$ cat src/rtl/dmem_arb_pkg.sv
// Shared types for the data-memory arbiter: FSM states, requester ids, access sizes
// and the request bundle captured in the hold register.
package dmem_arb_pkg;

   localparam int unsigned DMEM_ADDR_BITS = 32;
   localparam int unsigned DMEM_DATA_BITS = 32;

   typedef enum logic [1:0] {
      ST_IDLE   = 2'd0,
      ST_ACCESS = 2'd1,
      ST_RESP   = 2'd2
   } arb_state_e;

   typedef enum logic {
      PORT_CPU = 1'b0,
      PORT_DBG = 1'b1
   } port_id_e;

   typedef enum logic [1:0] {
      SZ_BYTE = 2'b00,
      SZ_HALF = 2'b01,
      SZ_WORD = 2'b10
   } size_e;

   typedef struct packed {
      logic                      we;
      size_e                     size;
      logic                      sign_ext;
      logic [DMEM_ADDR_BITS-1:0] addr;
      logic [DMEM_DATA_BITS-1:0] wdata;
   } dmem_req_t;

   function automatic port_id_e other_port(input port_id_e p);
      return (p == PORT_CPU) ? PORT_DBG : PORT_CPU;
   endfunction

endpackage

$ cat src/rtl/dmem_arb_rr_select.sv
// Two-way round-robin pick: a lone requester wins outright, a tie goes to the port
// that did not win last time.
module dmem_arb_rr_select
   import dmem_arb_pkg::*;
(
   input  logic     cpu_req,
   input  logic     dbg_req,
   input  port_id_e last_grant,
   output port_id_e grant_c,
   output logic     valid_c
);

   always_comb begin
      valid_c = cpu_req | dbg_req;
      grant_c = PORT_CPU;
      if (cpu_req && dbg_req) begin
         grant_c = other_port(last_grant);
      end else if (dbg_req) begin
         grant_c = PORT_DBG;
      end
   end

endmodule

$ cat src/rtl/data_memory_arbiter.sv
// Shares the single-port data memory between the CPU and debug ports, one access at a
// time (IDLE -> ACCESS -> RESP). Define DMEM_ARB_STATS_EN to add saturating grant counters.
module data_memory_arbiter
   import dmem_arb_pkg::*;
#(
   parameter int unsigned ADDR_BITS = DMEM_ADDR_BITS,
`ifdef DMEM_ARB_STATS_EN
   parameter int unsigned STAT_BITS = 16,
`endif
   parameter int unsigned DATA_BITS = DMEM_DATA_BITS
)(
   input  logic                 clk,
   input  logic                 reset,
   input  logic                 cpu_req,
   input  logic                 cpu_we,
   input  logic [1:0]           cpu_size,
   input  logic                 cpu_sign_ext,
   input  logic [ADDR_BITS-1:0] cpu_addr,
   input  logic [DATA_BITS-1:0] cpu_wdata,
   output logic                 cpu_ack,
   output logic [DATA_BITS-1:0] cpu_rdata,
   output logic                 cpu_fault,
   input  logic                 dbg_req,
   input  logic                 dbg_we,
   input  logic [1:0]           dbg_size,
   input  logic                 dbg_sign_ext,
   input  logic [ADDR_BITS-1:0] dbg_addr,
   input  logic [DATA_BITS-1:0] dbg_wdata,
   output logic                 dbg_ack,
   output logic [DATA_BITS-1:0] dbg_rdata,
   output logic                 dbg_fault,
   output logic                 mem_enable_read,
   output logic                 mem_enable_write,
   output logic [1:0]           mem_size,
   output logic                 mem_sign_ext,
   output logic [ADDR_BITS-1:0] mem_address,
   output logic [DATA_BITS-1:0] mem_data_to_write,
   input  logic [DATA_BITS-1:0] mem_data_read,
   input  logic                 mem_misaligned
`ifdef DMEM_ARB_STATS_EN
   ,
   output logic [STAT_BITS-1:0] cpu_grants,
   output logic [STAT_BITS-1:0] dbg_grants
`endif
);

   arb_state_e           state_q, state_d;
   port_id_e             last_grant_q, owner_q, grant_c;
   logic                 grant_valid_c;
   logic                 take_c, finish_c;
   dmem_req_t            hold_q, cpu_bundle_c, dbg_bundle_c, sel_bundle_c;
   logic [DATA_BITS-1:0] resp_data_c;

   dmem_arb_rr_select u_rr_select (
      .cpu_req    (cpu_req),
      .dbg_req    (dbg_req),
      .last_grant (last_grant_q),
      .grant_c    (grant_c),
      .valid_c    (grant_valid_c)
   );

   // Request bundles for both ports and the one the round-robin picked
   always_comb begin
      cpu_bundle_c = '{we: cpu_we, size: size_e'(cpu_size), sign_ext: cpu_sign_ext,
                       addr: DMEM_ADDR_BITS'(cpu_addr), wdata: DMEM_DATA_BITS'(cpu_wdata)};
      dbg_bundle_c = '{we: dbg_we, size: size_e'(dbg_size), sign_ext: dbg_sign_ext,
                       addr: DMEM_ADDR_BITS'(dbg_addr), wdata: DMEM_DATA_BITS'(dbg_wdata)};
      sel_bundle_c = (grant_c == PORT_DBG) ? dbg_bundle_c : cpu_bundle_c;
   end

   always_ff @(posedge clk) begin
      if (!reset) begin
         state_q <= ST_IDLE;
      end else begin
         state_q <= state_d;
      end
   end

   always_comb begin
      state_d  = state_q;
      take_c   = 1'b0;
      finish_c = 1'b0;
      unique case (state_q)
         ST_IDLE: begin
            if (grant_valid_c) begin
               state_d = ST_ACCESS;
               take_c  = 1'b1;
            end
         end
         ST_ACCESS: begin
            state_d  = ST_RESP;
            finish_c = 1'b1;
         end
         ST_RESP: begin
            state_d = ST_IDLE;
         end
         default: begin
            state_d = ST_IDLE;
         end
      endcase
   end

   // Grant bookkeeping and hold register; enables are registered so they cover exactly the ACCESS cycle
   always_ff @(posedge clk) begin
      if (!reset) begin
         last_grant_q     <= PORT_DBG;
         owner_q          <= PORT_CPU;
         hold_q           <= '0;
         mem_enable_read  <= 1'b0;
         mem_enable_write <= 1'b0;
      end else begin
         mem_enable_read  <= take_c & ~sel_bundle_c.we;
         mem_enable_write <= take_c & sel_bundle_c.we;
         if (take_c) begin
            last_grant_q <= grant_c;
            owner_q      <= grant_c;
            hold_q       <= sel_bundle_c;
         end
      end
   end

   assign mem_size          = hold_q.size;
   assign mem_sign_ext      = hold_q.sign_ext;
   assign mem_address       = ADDR_BITS'(hold_q.addr);
   assign mem_data_to_write = DATA_BITS'(hold_q.wdata);

   assign resp_data_c = hold_q.we ? '0 : mem_data_read;

   // Response register: captured at the end of ACCESS, presented with the one-cycle ack
   always_ff @(posedge clk) begin
      if (!reset) begin
         cpu_ack   <= 1'b0;
         dbg_ack   <= 1'b0;
         cpu_fault <= 1'b0;
         dbg_fault <= 1'b0;
         cpu_rdata <= '0;
         dbg_rdata <= '0;
      end else begin
         cpu_ack <= finish_c && (owner_q == PORT_CPU);
         dbg_ack <= finish_c && (owner_q == PORT_DBG);
         if (finish_c) begin
            if (owner_q == PORT_CPU) begin
               cpu_rdata <= resp_data_c;
               cpu_fault <= mem_misaligned;
            end else begin
               dbg_rdata <= resp_data_c;
               dbg_fault <= mem_misaligned;
            end
         end
      end
   end

`ifdef DMEM_ARB_STATS_EN
   // Saturating per-port grant counters, bumped on entry to ACCESS
   always_ff @(posedge clk) begin
      if (!reset) begin
         cpu_grants <= '0;
         dbg_grants <= '0;
      end else if (take_c) begin
         if (grant_c == PORT_CPU && cpu_grants != '1) begin
            cpu_grants <= cpu_grants + STAT_BITS'(1);
         end
         if (grant_c == PORT_DBG && dbg_grants != '1) begin
            dbg_grants <= dbg_grants + STAT_BITS'(1);
         end
      end
   end
`endif

endmodule
$ cat config.mk
export PLATFORM = sky130hd
export DESIGN_NAME = data_memory_arbiter
export DESIGN_NICKNAME = d
export VERILOG_FILES = /design/src/rtl/dmem_arb_pkg.sv /design/src/rtl/dmem_arb_rr_select.sv /design/src/rtl/data_memory_arbiter.sv
export SDC_FILE = /design/constraint.sdc
export NUM_CORES = 1
export LEC_CHECK = 0
export ABC_AREA = 1
export CAP_MARGIN = 40
export CORE_MARGIN = 2
export CORE_UTILIZATION = 38
export DETAILED_ROUTE_END_ITERATION = 8
export GPL_TIMING_DRIVEN = 0
export PLACE_DENSITY = 0.77
export REMOVE_ABC_BUFFERS = 1
export SETUP_SLACK_MARGIN = 0.02
export SLEW_MARGIN = 20
export SYNTH_ARGS = -nofsm -noshare
export SYNTH_HDL_FRONTEND = slang
export SYNTH_HIERARCHICAL = 1
export SYNTH_SLANG_ARGS = --single-unit
$ cat constraint.sdc
create_clock -name clk -period 1.1 [get_ports clk]
set_input_delay 0.165 -clock clk [delete_from_list [all_inputs] [get_ports clk]]
set_output_delay 0.165 -clock clk [all_outputs]
set_load 0.01 [all_outputs]
==> impl_metrics.csv <==
group,metric,value,unit
worst_setup_path,critical_path_required,1.40,ns
worst_hold_path,hold_path.startpoint,"reset",
synthesis,post_synth.cell_area_avg,6.250,um^2
layout,seq_area,0.002975,mm^2
placement,buffer_ports.inserted,309,
worst_hold_path,min-delay-path-class,"primary input to register",
synthesis,synth_instances,1096,
worst_setup_path,crit_path_capture_type,"register",
worst_setup_path,arrival_time_reported_for_the_critical_path_endpoint,1.67,ns
route,final_routed_wirelength_across_all_metal_layers,29700,um
route,route.layer.met1.wl,10490,um
die,fp-row-count,49,
run,total_of_max_cap_violations,0,
layout,antenna-diode-count,0,
timing,rsz0062_at_grt,"true",
timing,final_hold_viol_count,0,
power,static-leakage-power,6.227,nW
clock_tree,numCtsBuffers,17,
clock_tree,cts_max_path_buffers,2,
worst_setup_path,cp-start-kind,"register",
timing,period_share,1.249,
die,fp.coreArea,0.01784,mm^2
placement,half_perimeter_wire_length_of_the_detailed_placement_result,13590,um
die,chipHeight,138.3,um
route,drc_errors,0,
die,die_area,0.01912,mm^2
synthesis,synth-seq-area-share,0.4150,
die,fp.dieW,138.3,um
route,routed_via_density,4.903,
worst_setup_path,worstPathMaxFanout,5,
clock_tree,clk_pin_slew,0.06,ns
global_routing,antenna_found_initial,0,
worst_setup_path,worstReg2RegStart,"state_q[1]$_SDFFE_PN0P_",
timing,period_needed,1.374,ns
clock_tree,clock_latency,0.42,ns
clock_tree,clkSinkCount,142,
worst_setup_path,timing.setup.critical_path_class,"register to register",
timing,fmax,0.7278,GHz
route,highest_layer,"met4",
clock_tree,tritoncts,"yes",
worst_setup_path,worst_setup_path_startpoint,"state_q[1]$_SDFFE_PN0P_",
timing,skew,0.01063,ns
synthesis,syn-cell-area,0.006850,mm^2
route,detail_route.first_pass.iterations,5,
power,power_density,1371,mW/mm^2
timing,sum_of_negative_setup_slack,-19.61,ns
route,wl_per_cell,18.28,um
route,detailedRoute.firstIterationViolations,399,
layout,final_util,0.6847,
layout,multi_input_area,0.003680,mm^2
global_routing,first_global_vias,7663,
timing,post-route-worst-setup-slack,-0.2741,ns
layout,nFillCells,1379,
timing,tightestPinTransition,0.4852,ns
die,initial_core_util,0.3840,
power,vdd_ir_drop_max,0.001048,V
route,vias,7967,
global_routing,grt_first_pass_wirelength,41750,um
timing,final-max-slew-violation-count,0,
clock_tree,cts-hold-fix-buffers,0,
layout,area.growth.synth_to_final,78.32,%
timing,finalSetupViolCount,137,
synthesis,postSynthRegisterBits,142,
route,routed-wl-met3,2303,um
synthesis,synthesis.yosys.warnings,6,
route,ant_nets,0,
clock_tree,clk_root_buffer_cell,"sky130_fd_sc_hd__clkbuf_16",
placement,gp_congestion,0.8067,
route,met2RoutedLength,15350,um
global_routing,maximum_number_of_pins_on_one_net_before_global_route_repair,72,
layout,drive_above_1_share,0.3854,
global_routing,gr-usage-all-layers,0.2799,
synthesis,number_of_distinct_library_cells_after_synthesis,15,
timing,hold_ws,0.1564,ns
clock_tree,clock_tree.htree_level_count,4,
power,finalPower,16.75,mW
global_routing,global_route.overflow_total,0,
layout,finalNetCount,1558,
outcome,run_status,"complete, but fails checks",
die,io_pins,310,
timing,relSlewSlack,0.6766,
outcome,violations,"negative setup slack",
-- worst max-delay path, cell delays in order, from the launching register on --
cell and delay, ns:
sky130_fd_sc_hd__dfxtp_4 0.35, sky130_fd_sc_hd__inv_4 0.08, sky130_fd_sc_hd__buf_12 0.10, sky130_fd_sc_hd__nand3_4 0.14, sky130_fd_sc_hd__buf_12 0.18, sky130_fd_sc_hd__buf_6 0.12
sky130_fd_sc_hd__nor2_1 0.18, sky130_fd_sc_hd__nor2_1 0.08
-- cell type report --
type                    count  share of cell area
repair buffers            384              0.3344
multi-input cells         729              0.3012
flip-flops and latches    142              0.2436
clock buffers              21             0.03851
inverters                 105             0.03513
well taps                 229             0.02346
clock inverters             9             0.01311
repair inverters            6             0.01055
-- sequential cells by signal, indices dropped and copies added (netlist names) --
name	count
cpu_ack	1
cpu_fault	1
cpu_rdata	32
dbg_ack	1
dbg_fault	1
dbg_rdata	32
hold_q	1
last_grant_q	1
mem_address	32
mem_data_to_write	32
mem_enable_read	1
mem_enable_write	1
mem_sign_ext	1
mem_size	2
owner_q	1
state_q	2
-- cell families after synthesis --
kind of cell / Yosys count / synth area share
compound gates: 2 / 0.001460
simple gates: 719 / 0.4082
buf+inv: 233 / 0.1753
flops: 142 / 0.4150
-- synth_stat cells --
| cell | n | area (um^2) |
|---|---|---|
| sky130_fd_sc_hd__nand2_1 | 475 | 1783 |
| sky130_fd_sc_hd__nor2_1 | 168 | 630.6 |
| sky130_fd_sc_hd__dfxtp_1 | 142 | 2843 |
| sky130_fd_sc_hd__inv_1 | 103 | 386.6 |
| sky130_fd_sc_hd__buf_4 | 76 | 570.6 |
| sky130_fd_sc_hd__nand3_1 | 74 | 370.4 |
| sky130_fd_sc_hd__buf_2 | 27 | 135.1 |
| sky130_fd_sc_hd__clkbuf_1 | 22 | 82.58 |
| sky130_fd_sc_hd__buf_1 | 2 | 7.510 |
| sky130_fd_sc_hd__inv_2 | 2 | 7.510 |
| sky130_fd_sc_hd__a21oi_1 | 1 | 5.000 |
| sky130_fd_sc_hd__buf_6 | 1 | 11.26 |
| sky130_fd_sc_hd__nor2_2 | 1 | 6.260 |
| sky130_fd_sc_hd__o21ai_1 | 1 | 5.000 |
| sky130_fd_sc_hd__or2_1 | 1 | 6.260 |
-- report_power, final --
part	leakage, nW	internal, mW	switching [mW]	total (mW)
clock network	0.297	3.96	2.24	6.19
registers	1.20	5.63	0.257	5.89
logic	4.72	2.26	2.41	4.67
-- cell usage in the layout, fill, tap and decap left out, types with 3 or more instances in the layout --
cell and n:
sky130_fd_sc_hd__clkbuf_8 3, sky130_fd_sc_hd__nand3_1 69, sky130_fd_sc_hd__inv_12 3, sky130_fd_sc_hd__dfxtp_1 42, sky130_fd_sc_hd__clkdlybuf4s50_1 171, sky130_fd_sc_hd__inv_1 101, sky130_fd_sc_hd__inv_16 3, sky130_fd_sc_hd__buf_4 26
sky130_fd_sc_hd__nor2_1 125, sky130_fd_sc_hd__buf_2 92, sky130_fd_sc_hd__clkinvlp_4 3, sky130_fd_sc_hd__nand3_4 4, sky130_fd_sc_hd__nor2_2 24, sky130_fd_sc_hd__clkbuf_16 23, sky130_fd_sc_hd__buf_8 7, sky130_fd_sc_hd__buf_16 24
sky130_fd_sc_hd__dfxtp_4 3, sky130_fd_sc_hd__dfxtp_2 97, sky130_fd_sc_hd__buf_6 41, sky130_fd_sc_hd__nand2_4 31, sky130_fd_sc_hd__nor2_4 20, sky130_fd_sc_hd__buf_12 17, sky130_fd_sc_hd__bufinv_16 4, sky130_fd_sc_hd__nand2_8 5
sky130_fd_sc_hd__nand2_1 349, sky130_fd_sc_hd__nand2_2 97
-- repair_timing --
action,CTS,global route
setup endpoints to repair,275,242
setup buffers,36,6
gates cloned,36,7
resized for setup,749,263
pin swaps,28,42
-- per-stage QoR --
| step | worst slack [ns] | cells | instance area [um^2] |
|---|---|---|---|
| final | -0.2741 | 1625 | 12220 |
| after global routing | -0.3210 | 1625 | 12220 |
| after CTS | -0.1672 | 1614 | 11270 |
| after detailed placement | -1.235 | 1512 | 9614 |
| after global placement | -6.399 | 1506 | 9423 |
| after floorplan | -3.361 | 968 | 6043 |
-- worst paths after layout --
check / depth (start not counted) / to / slack [ns]
max: 7 / cpu_rdata[18]$_SDFFE_PN0P_ / -0.27
min: 3 / dbg_rdata[9]$_SDFFE_PN0P_ / 0.16
max reg2reg: 7 / cpu_rdata[18]$_SDFFE_PN0P_ / -0.27
min reg2reg: 2 / mem_data_to_write[5]$_SDFFE_PN0P_ / 0.45
-- per-layer routing --
metal  track usage  vias up
li1              -     3762
met1        0.3071     3663
met2        0.5073      438
met3       0.06616      104
met4        0.1353        0
met5             0        -
(Power assumes the default switching activity.)
